File: config.mk
export PLATFORM = sky130hd
export DESIGN_NAME = expr_result_unpacker
export DESIGN_NICKNAME = d
export VERILOG_FILES = /design/src/rtl/expr_pkg.sv /design/src/rtl/expr_fifo2.sv /design/src/rtl/expr_result_unpacker.sv
export SDC_FILE = /design/constraint.sdc
export NUM_CORES = 1
export LEC_CHECK = 0
export CORE_MARGIN = 1.5
export CORE_UTILIZATION = 60
export DETAILED_ROUTE_END_ITERATION = 7
export PLACE_DENSITY_LB_ADDON = 0.1
export SLEW_MARGIN = 40
export SYNTH_ARGS = -nofsm -noshare
export SYNTH_HDL_FRONTEND = slang
export SYNTH_SLANG_ARGS = --single-unit
File: constraint.sdc
create_clock -name clk -period 13.1 [get_ports clk]
set_input_delay 2.62 -clock clk [delete_from_list [all_inputs] [get_ports clk]]
set_output_delay 2.62 -clock clk [all_outputs]
set_load 0.01 [all_outputs]
File: src/rtl/expr_pkg.sv
// Shared field map, sizes and state encoding for the expression
// result unpacker and its vector FIFO.
package expr_pkg;

   localparam int NUM_FIELDS = 18;
   localparam int Y_W        = 90;

   localparam logic [4:0] LAST_IDX = 5'(NUM_FIELDS - 1);

   typedef enum logic {IDLE, STREAM} state_e;

   function automatic int fld_w(input int k);
      return 4 + (k % 3);
   endfunction

   // Fields come in groups of three (4+5+6 = 15 bits), y0 at the top.
   function automatic int fld_msb(input int k);
      int off;
      unique case (k % 3)
         0:       off = 0;
         1:       off = 4;
         default: off = 9;
      endcase
      return 89 - 15 * (k / 3) - off;
   endfunction

   function automatic logic fld_sgn(input int k);
      return ((k / 3) % 2) == 1;
   endfunction

endpackage

File: src/rtl/expr_fifo2.sv
// Two-entry FIFO holding whole packed result vectors.
// Caller guarantees no push when full and no pop when empty.
module expr_fifo2
   import expr_pkg::*;
#(
   parameter int W = Y_W
) (
   input  logic         clk,
   input  logic         rst_n,
   input  logic         push_i,
   input  logic [W-1:0] data_i,
   input  logic         pop_i,
   output logic [W-1:0] head_o,
   output logic [1:0]   count_o
);

   logic [W-1:0] mem_q [2];
   logic         wr_q;
   logic         rd_q;
   logic [1:0]   count_q;

   always_ff @(posedge clk or negedge rst_n) begin
      if (!rst_n) begin
         mem_q[0] <= '0;
         mem_q[1] <= '0;
         wr_q     <= 1'b0;
         rd_q     <= 1'b0;
         count_q  <= 2'd0;
      end else begin
         if (push_i) begin
            mem_q[wr_q] <= data_i;
            wr_q        <= ~wr_q;
         end
         if (pop_i) begin
            rd_q <= ~rd_q;
         end
         unique case ({push_i, pop_i})
            2'b10:   count_q <= count_q + 2'd1;
            2'b01:   count_q <= count_q - 2'd1;
            default: count_q <= count_q;
         endcase
      end
   end

   assign head_o  = mem_q[rd_q];
   assign count_o = count_q;

endmodule

File: src/rtl/expr_result_unpacker.sv
// Buffers packed 90-bit result vectors and streams them out one
// extended, tagged field per cycle.
module expr_result_unpacker
   import expr_pkg::*;
#(
   parameter int VID_W = 16
) (
   input  logic             clk,
   input  logic             rst_n,
   input  logic             in_valid,
   output logic             in_ready,
   input  logic [Y_W-1:0]   in_data,
   output logic             out_valid,
   input  logic             out_ready,
   output logic [4:0]       out_idx,
   output logic [7:0]       out_data,
   output logic             out_signed,
   output logic             out_last,
   output logic [VID_W-1:0] out_vid
);

   logic             push;
   logic             pop;
   logic             hs;
   logic [1:0]       count;
   logic [Y_W-1:0]   head;
   state_e           state_q, state_d;
   logic [4:0]       fidx_q, fidx_d;
   logic [VID_W-1:0] vid_q, vid_d;

   int               dec_k;
   int               dec_w;
   int               dec_lsb;
   logic             dec_sgn;
   logic [Y_W+5:0]   dec_pad;
   logic [5:0]       dec_raw;
   logic [7:0]       dec_ext;

   assign in_ready  = (count < 2'd2);
   assign push      = in_valid && in_ready;
   assign out_valid = (state_q == STREAM);
   assign hs        = out_valid && out_ready;

   expr_fifo2 #(.W(Y_W)) u_fifo (
      .clk     (clk),
      .rst_n   (rst_n),
      .push_i  (push),
      .data_i  (in_data),
      .pop_i   (pop),
      .head_o  (head),
      .count_o (count)
   );

   always_ff @(posedge clk or negedge rst_n) begin
      if (!rst_n) begin
         state_q <= IDLE;
         fidx_q  <= 5'd0;
         vid_q   <= '0;
      end else begin
         state_q <= state_d;
         fidx_q  <= fidx_d;
         vid_q   <= vid_d;
      end
   end

   always_comb begin
      state_d = state_q;
      fidx_d  = fidx_q;
      vid_d   = vid_q;
      pop     = 1'b0;
      unique case (state_q)
         IDLE: begin
            if (push) state_d = STREAM;
         end
         default: begin
            if (hs) begin
               if (fidx_q == LAST_IDX) begin
                  pop    = 1'b1;
                  fidx_d = 5'd0;
                  vid_d  = vid_q + 1'b1;
                  // Only the head remains and nothing new arrives.
                  if (count == 2'd1 && !push) state_d = IDLE;
               end else begin
                  fidx_d = fidx_q + 5'd1;
               end
            end
         end
      endcase
   end

   always_comb begin
      dec_k   = int'(fidx_q);
      dec_w   = fld_w(dec_k);
      dec_lsb = fld_msb(dec_k) - dec_w + 1;
      dec_sgn = fld_sgn(dec_k);
      dec_pad = {6'b0, head};
      dec_raw = dec_pad[dec_lsb +: 6];
      dec_ext = 8'd0;
      unique case (1'b1)
         (dec_w == 4):
            dec_ext = dec_sgn ? {{4{dec_raw[3]}}, dec_raw[3:0]}
                              : {4'b0, dec_raw[3:0]};
         (dec_w == 5):
            dec_ext = dec_sgn ? {{3{dec_raw[4]}}, dec_raw[4:0]}
                              : {3'b0, dec_raw[4:0]};
         default:
            dec_ext = dec_sgn ? {{2{dec_raw[5]}}, dec_raw[5:0]}
                              : {2'b0, dec_raw[5:0]};
      endcase
   end

   assign out_idx    = fidx_q;
   assign out_data   = out_valid ? dec_ext : 8'd0;
   assign out_signed = out_valid && dec_sgn;
   assign out_last   = out_valid && (fidx_q == LAST_IDX);
   assign out_vid    = vid_q;

endmodule

== Word level (Yosys, flattened, before mapping) ==
Index checks and enable logic that the tools add are counted.
W data, S select, Z words.
Operators by class
  add/subtract/negate cells: 9
  reduce and logical (&&, ||, !) cells: 11
  bitwise gates (word level): 5
  equal/unequal tests: 8
  muxes and demuxes: 22
  multiply operators: 1
  shift-type cells: 1
  $lt $le $gt $ge: 4
  divide/modulo/power cells: 2
Operators by type and width (count)
  $mux W90: 4
  $bwmux W180: 1
  $shiftx A96 B32 Y6: 1
  $demux W90 S1: 1
  $eq A32 B4 Y1 const B: 2
  $add A32 B2 Y32 const B: 1
  $add A4 B32 Y32 const A: 1
  $div A6 B3 Y32 const B: 1
  $eq A32 B1 Y1 const B: 1
  $logic_not A32 Y1: 1
  $mod A6 B3 Y32 const B: 1
  $mul A5 B32 Y32 const A: 1
  $mux W8: 4
  $sub A32 B32 Y32: 1
  $sub A32 B5 Y32: 1
  $sub A8 B32 Y32 const A: 1
  $add A16 B1 Y16 const B: 1
  $pmux W8 S2: 1
  $mux W1: 8
  $pmux W4 S2: 1
  $logic_and A1 B1 Y1: 6
  $add A5 B1 Y5 const B: 1
  $eq A5 B5 Y1 const B: 1
  $mux W5: 1
  15 further kinds: 20
Word-level totals
  output and inout port bits: 33
  input bits: 94
  memory bits (writable): 0
  register bits: 206
  logic and storage cells: 71
  memories kept: 0
  ROM bits: 0
  latch bits: 0

== Longest topological paths before layout ==
Gate-level depths: netlist of run 1.
  depth after elaboration: 10
  gate-level depth with buffers: 45
  mapped depth without buffers: 39

== Cells and area by module ==
A second synthesis of run 1 with hierarchy kept.
Unflattened totals
  cells, all modules: 1261
  area total of the unflattened synthesis: 14237.4 µm²
By module, submodules not included
  expr_fifo2: area each 7970.1 µm², instances 1, cells each 492
  expr_result_unpacker: area each 6267.3 µm², instances 1, cells each 769

== Least setup slack after synthesis of run 1 ==
Ideal clock, no wire load.
  path type: flip-flop to output port
  from: register fidx_q[3], in the netlist out_idx[3]
  to: output port out_data[7]
  path slack: 1.223 ns
  stages on the path, launching flop included: 44
  data arrival time: 9.257 ns
  cell sequence: dfrtp_1 -> buf_4 -> clkbuf_1 -> ha_1 -> nand3b_2 -> nand2_1 -> a31o_2 -> ha_1 -> inv_1 -> o2111a_1 -> or2_1 -> nand2_1 -> inv_1 -> xnor2_1 -> ha_1 -> nor4_1 -> clkbuf_1 -> or3_1 -> (+8 left out) -> inv_1 -> fa_1 -> inv_1 -> fa_1 -> a21oi_1 -> nor2_1 -> nor2_1 -> o21bai_1 -> a21oi_1 -> xnor2_1 -> xnor2_1 -> xnor2_2 -> buf_4 -> a31oi_1 -> a211oi_1 -> a22oi_1 -> nor3_1 -> buf_4
Between the ends
  cells in the longest elaborated chain, start to end: 10
RTL lines
  from (decl): RTL line expr_result_unpacker.sv:28  | logic [4:0] fidx_q, fidx_d;
  from (signal assigned): RTL line expr_result_unpacker.sv:61  | fidx_q <= fidx_d;
  $div A6 B3 Y32 / $mod A6 B3 Y32 (equally long branches)
  $mul A5 B32 Y32, or another cell as far along: RTL line expr_pkg.sv:24  | return 89 - 15 * (k / 3) - off;
  $sub A8 B32 Y32 / $pmux W4 S2 (equally long branches): RTL line expr_pkg.sv:24, expr_pkg.sv:19
  $sub A32 B5 Y32: RTL line expr_pkg.sv:24
  $sub A32 B32 Y32: RTL line expr_result_unpacker.sv:94  | dec_lsb = fld_msb(dec_k) - dec_w + 1;
  $add A32 B2 Y32: RTL line expr_result_unpacker.sv:94
  $shiftx A96 B32 Y6: RTL line expr_result_unpacker.sv:97  | dec_raw = dec_pad[dec_lsb +: 6];
  $mux W8 (on tied branches): RTL line expr_result_unpacker.sv:107, expr_result_unpacker.sv:101, expr_result_unpacker.sv:104
  $pmux W8 S2 (*): RTL line expr_result_unpacker.sv:99  | unique case (1'b1)
  $mux W8 (*): RTL line expr_result_unpacker.sv:113  | assign out_data = out_valid ? dec_ext : 8'd0;
  to (decl): RTL line expr_result_unpacker.sv:16  | output logic [7:0] out_data,
Every way passes the cells marked *; elsewhere a longest branch is shown, timed or not.

== Worst setup path after layout of run 1 ==
  from: register fidx_q[4], in the netlist out_idx[4]
  to: output port out_data[7]
The elaborated chain is that of the path after synthesis.

==> results.toml, run 1 <==
[clock_network]
root_buffer = "clkbuf_16"
clock_sinks = 206
cts_buffers = 23
ctsHtreeMaxLevel = 1
path_clk_slew_ns = 0.06
worstSkewPairLatency_ns = 0.53
cts_tree = "done"
cts.path.max_buffers = 3

[synth]
ys_async_sr_fraction_pct = 100
avgSynthCellArea_sq_um = 12.6
syn_inst = 1181
ys_seq_elements = 206
ys_types = 73
ys.flop_type = "dfrtp_1"
synth_top_area_cell = "dfrtp_1"
yosysSeqAreaShare_pct = 34.6
synth_area_leaders = "dfrtp_1 35%, mux4_2 22%, mux2_2 16%, ha_1 3.1%, mux2i_1 2.8%"
yosys-top-cells-count = "206 x dfrtp_1, 206 x mux2_2, 147 x mux4_2"
synth_warnings = 0
synth_fp_nets = 1326
synth_top_area_share_pct = 34.6
synth.cell_area_sq_mm = 0.0149
synth_edf_count = 0

[placed_design]
hpwl_mm = 24.4
placement.cell_area_sq_mm = 0.0165
place_congestion = 0.916
place_inst = 1568
portBuffers = 126

[floorplan]
fp.dieH_microns = 161
die-area_sq_mm = 0.0258
std_cell_rows = 57
chipWidth_microns = 161
num_io_pins = 127
core-area_sq_mm = 0.0243
start_util_pct = 61.2

[global_routing]
grt_pass1_vias = 10600
antenna_found_initial = 0
overflow = 0
grt_pass1_wl_mm = 57.8
grt_max_degree = 125
grt_util_all_layers_pct = 28.0

[critical_path]
cpMaxStageDelayCell = "clkdlybuf4s50_1"
crit_top_cell = "inv_1"
crit-reg2reg-launch = "out_idx[1]$_DFFE_PN0P_"
cp-start-kind = "flop"
max_stage_delay_ns = 0.58
setup.worst_path.start = "out_idx[4]$_DFFE_PN0P_"
crit_fanout = 13
rrSetupSlack_ns = 10.00
cp.required_ns = 10.48
end_kind = "primary output"
critical_path_class = "reg2out"
arrival_ns = 9.92

[timing]
fin_crit_sh_pct = 95.7
hold_violations = 0
setup_violations = 0
finClkSkew_ns = 0.00936
drv_slew = 0
slew_headroom_pct = 49.8
final.min_clock_period_ns = 12.54
worst_pin_slew_ns = 0.747
fmax_ghz = 0.0797

[run_status]
status = "completed"

[drt]
ant_nets = 0
drt-initial-drc-count = 892
drt_first_pass_iters = 5
post_drt_wl_per_cell_microns = 21.5
drc = 0
wirelength_mm = 34.8
vias = 10600
vias_per_cell = 6.52

[finish]
drive_above_1_share_pct = 36.1
fill_cells = 1698
fin_area_sq_mm = 0.0175
final_nets = 1424
area_growth_pct = 17.4
num_antenna_cells = 0
final_cells = 1620

[worst_hold_path]
hold_start = "out_vid[15]$_DFFE_PN0P_"
hold_class = "reg2reg"

[run]
drv_cap = 0
==> metrics by stage <==
stage               util [%]  setup WS (ns)  hold slack, ns  setup TNS, ns
floorplan                  -           1.22           0.450              0
global placement        67.5          0.400           0.465              0
detailed placement      67.8          0.136           0.468              0
CTS                     71.4         0.0847           0.483              0
global route            71.9       -0.00505           0.503       -0.00564
finish                  71.9          0.560           0.479              0
==> worst max-delay path: cells and delay by family, from the launching register on <==
family / cells / cell delay, ns
mux: 1 / 0.28
compound gates: 8 / 1.37
buf+inv: 8 / 1.39
flops: 1 / 0.39
xor+xnor: 4 / 0.67
fa+ha+maj: 8 / 3.10
simple gates: 10 / 2.16
==> layout by cell type, fill, tap and decap left out, drive strengths merged, types with 18 or more instances in the layout <==
master           n
nor2            42
mux2           206
clkdlybuf4s50  125
mux2i           42
dfrtp          206
mux4           147
clkbuf          26
a21oi           36
a211oi          18
inv             61
xnor2           28
ha              37
buf             34
nand2           59
nand3           18
o21ai           32
==> state kept, by name, summed over array words and instances, names as in the netlist <==
signal / count
u_fifo.mem_q: 180
out_vid: 16
out_idx: 5
u_fifo.count_o: 2
out_valid: 1
u_fifo.rd_q: 1
u_fifo.wr_q: 1
==> repair_timing <==
| item | in CTS | in global routing |
|---|---|---|
| pin swaps | 2 | 1 |
| setup buffers | 3 | 5 |
| endpoints found under the setup margin | 8 | 8 |
| gates cloned | 1 | 0 |
| resized for setup | 5 | 8 |
| hold buffers | 0 | 0 |
==> logic make-up (layout without fill, tap and decap cells) <==
logic type	count (synthesis)	count (layout)	share of synthesized area (%)
compound gates	153	153	7.05
xor+xnor	38	39	2.34
fa+ha+maj	51	51	4.99
buf+inv	149	263	4.18
flops	206	206	34.6
mux	395	395	40.6
simple gates	189	189	6.19
==> area by class of cell <==
type | count | area (sq um) | area share (%)
clock buffers | 25 | 593 | 3.39
repair buffers | 160 | 1620 | 9.27
multi-input cells | 827 | 9280 | 53.1
inverters | 61 | 229 | 1.31
flip-flops and latches | 206 | 5160 | 29.5
clock inverters | 17 | 195 | 1.12
well taps | 324 | 405 | 2.32
==> final timing paths <==
| kind | end | cells past startpoint |
|---|---|---|
| max | out_data[7] | 39 |
| min | out_vid[15]$_DFFE_PN0P_ | 1 |
| max reg2reg | out_vid[15]$_DFFE_PN0P_ | 8 |
| min reg2reg | out_vid[15]$_DFFE_PN0P_ | 1 |
| max in group asynchronous | u_fifo.rd_q$_DFFE_PN0P_ | 2 |
| min in group asynchronous | u_fifo.mem_q[108]$_DFFE_PN0P_ | 1 |
==> metal layers <==
layer,track usage [%],vias up,part of all wire [%]
met4,6.50,0,2.3
met2,44.1,363,49
met3,4.86,66,6.2
met5,0,-,0
li1,-,4706,-
met1,40.9,5434,43
Power of run 1 is not shown: default switching activity piles up to over one toggle a cycle in this logic, so the estimate is an artifact.
==> run 2, diff against run 1 <==
ABC_CLOCK_PERIOD_IN_PS = 12400   (was default)
TNS_END_PERCENT = 30   (was default)
clock period = 12.4 ns   (was 13.1 ns; I/O delays follow)
==> run 2 against run 1 <==
  * Critical path depth increased by 1
  * Non-clock buffer count decreased by 1
  * Wire length increased by 2.0%
  * Cell area about the same
  * Register-to-register slack got worse by 0.70 ns
  * Worst hold slack got worse by 0.0045 ns
  * Cell count decreased by 0.12%
  * First-iteration DRC count increased by 12%
  * Core utilization about the same
  * Worst setup slack got worse by 0.33 ns
  * Clock skew increased by 0.0097 ns
==> results.toml, run 2 (synthesis gave the netlist of run 1 again) <==
[run_status]
status = "completed"

[clock_network]
root_buffer = "clkbuf_16"
ctsHtreeMaxLevel = 1
cts_hold_buffers = 0
worstSkewPairLatency_ns = 0.54
cts_tree = "done"
path_clk_slew_ns = 0.06
cts.path.max_buffers = 3
clock_sinks = 206
cts_buffers = 23

[global_routing]
met3_usage_pct = 3.05
grt_util_all_layers_pct = 28.5
top_usage_layer = "met2"
grt_pass1_vias = 10700
grt_max_degree = 97
grt_pass1_wl_mm = 58.7
overflow = 0
gr-usage-met1_pct = 42.2
grt_util_met2_pct = 46.0
antenna_found_initial = 0

[placed_design]
hpwl_mm = 24.8
place_congestion = 0.937
placement.cell_area_sq_mm = 0.0165
place_ws_ns = -0.0897
portBuffers = 126
place_inst = 1569

[floorplan]
start_util_pct = 61.2
fp.dieH_microns = 161
std_cell_rows = 57
die-area_sq_mm = 0.0258
num_io_pins = 127
chipWidth_microns = 161
core-area_sq_mm = 0.0243

[drt]
drt_first_pass_iters = 5
post_drt_wl_per_cell_microns = 21.9
vias_per_cell = 6.62
vias = 10700
drc = 0
wirelength_mm = 35.5
drt-initial-drc-count = 1002
ant_nets = 0

[timing]
slew_headroom_pct = 43.4
grt_setup_unrepaired = "true"
worst_pin_slew_ns = 0.843
setup_ws_ns = 0.231
setup_violations = 0
fin_crit_sh_pct = 98.1
hold_violations = 0
finClkSkew_ns = 0.0190
drv_slew = 0
final.min_clock_period_ns = 12.17
fmax_ghz = 0.0822

[finish]
final_nets = 1423
area_growth_pct = 17.3
fin_area_sq_mm = 0.0175
final_common_cell = "mux2_2"
final_cell_mix = "206 x mux2_2, 205 x dfrtp_1, 147 x mux4_2, 121 x clkdlybuf4s50_1"
top_register = "u_fifo.mem_q"
drive_above_1_share_pct = 36.2
final_cells = 1618
num_antenna_cells = 0
largest_reg_flops = 180

[critical_path]
critical_path_class = "reg2out"
arrival_ns = 9.69
cp-start-kind = "flop"
max_stage_delay_ns = 0.56
cp.required_ns = 9.92
end_kind = "primary output"
crit_fanout = 13
crit_top_cell = "inv_1"
cpMaxStageDelayCell = "clkdlybuf4s50_1"

[run]
drv_cap = 0

[worst_hold_path]
hold_class = "reg2reg"
==> run 2: cell types whose count changed in the layout (fill, tap and decap cells not counted), moves of 2 or more <==
cell	delta
clkinv_4	-2
clkdlybuf4s50_1	-4
dlymetal6s2s_1	+4
clkinv_2	-2
clkbuf_8	+10
buf_4	+3
buf_6	-2
bufinv_16	-2
clkinvlp_4	-5
==> run 2: critical path: cells and delay by family, from the launching register on <==
| family | cells | cell delay, ns |
|---|---|---|
| xor+xnor | 5 | 0.91 |
| fa+ha+maj | 9 | 3.29 |
| flops | 1 | 0.39 |
| compound gates | 8 | 1.42 |
| buf+inv | 7 | 1.08 |
| simple gates | 11 | 2.08 |
==> run 2: routing by layer <==
metal | vias to the layer above | share of wire (%)
met5 | - | 0
met4 | 0 | 2.2
met1 | 5582 | 43
met2 | 372 | 49
li1 | 4697 | -
met3 | 61 | 5.5
==> run 2: layout make-up <==
type / count / area, sq um
clock buffers: 35 / 721
inverters: 61 / 229
well taps: 324 / 405
multi-input cells: 827 / 9310
repair buffers: 159 / 1580
fillers: 1714 / 6850
flip-flops and latches: 206 / 5160
clock inverters: 6 / 70.1
==> run 2: timing repair <==
action                                  in CTS  in global routing
setup buffers                                5                  2
endpoints found under the hold margin        0                  0
gates cloned                                 1                  0
pin swaps                                    2                  1
gates resized for setup                     11                 11
endpoints found under the setup margin       8                  8
==> run 2: metrics by stage <==
stage	hold slack (ns)	utilization [%]	setup TNS, ns
2_1_floorplan	0.450	-	0
3_3_place_gp	0.469	67.7	0
3_5_place_dp	0.461	67.8	-0.175
4_1_cts	0.481	71.6	0
5_1_grt	0.507	71.9	-0.351
6_report	0.475	71.9	0
==> run 2: final timing paths <==
| check | startpoint | end | slack [ns] | cells past startpoint |
|---|---|---|---|---|
| setup / recovery | out_idx[4]$_DFFE_PN0P_ | out_data[6] | 0.23 | 40 |
| hold / removal | out_vid[15]$_DFFE_PN0P_ | out_vid[15]$_DFFE_PN0P_ | 0.47 | 1 |
| setup reg to reg | out_idx[1]$_DFFE_PN0P_ | out_vid[15]$_DFFE_PN0P_ | 9.30 | 8 |
| hold reg to reg | out_vid[15]$_DFFE_PN0P_ | out_vid[15]$_DFFE_PN0P_ | 0.47 | 1 |
| max in group asynchronous | rst_n | u_fifo.rd_q$_DFFE_PN0P_ | 9.34 | 3 |
| min in group asynchronous | rst_n | u_fifo.mem_q[17]$_DFFE_PN0P_ | 1.98 | 1 |
Power of run 2 is left out for the same reason.
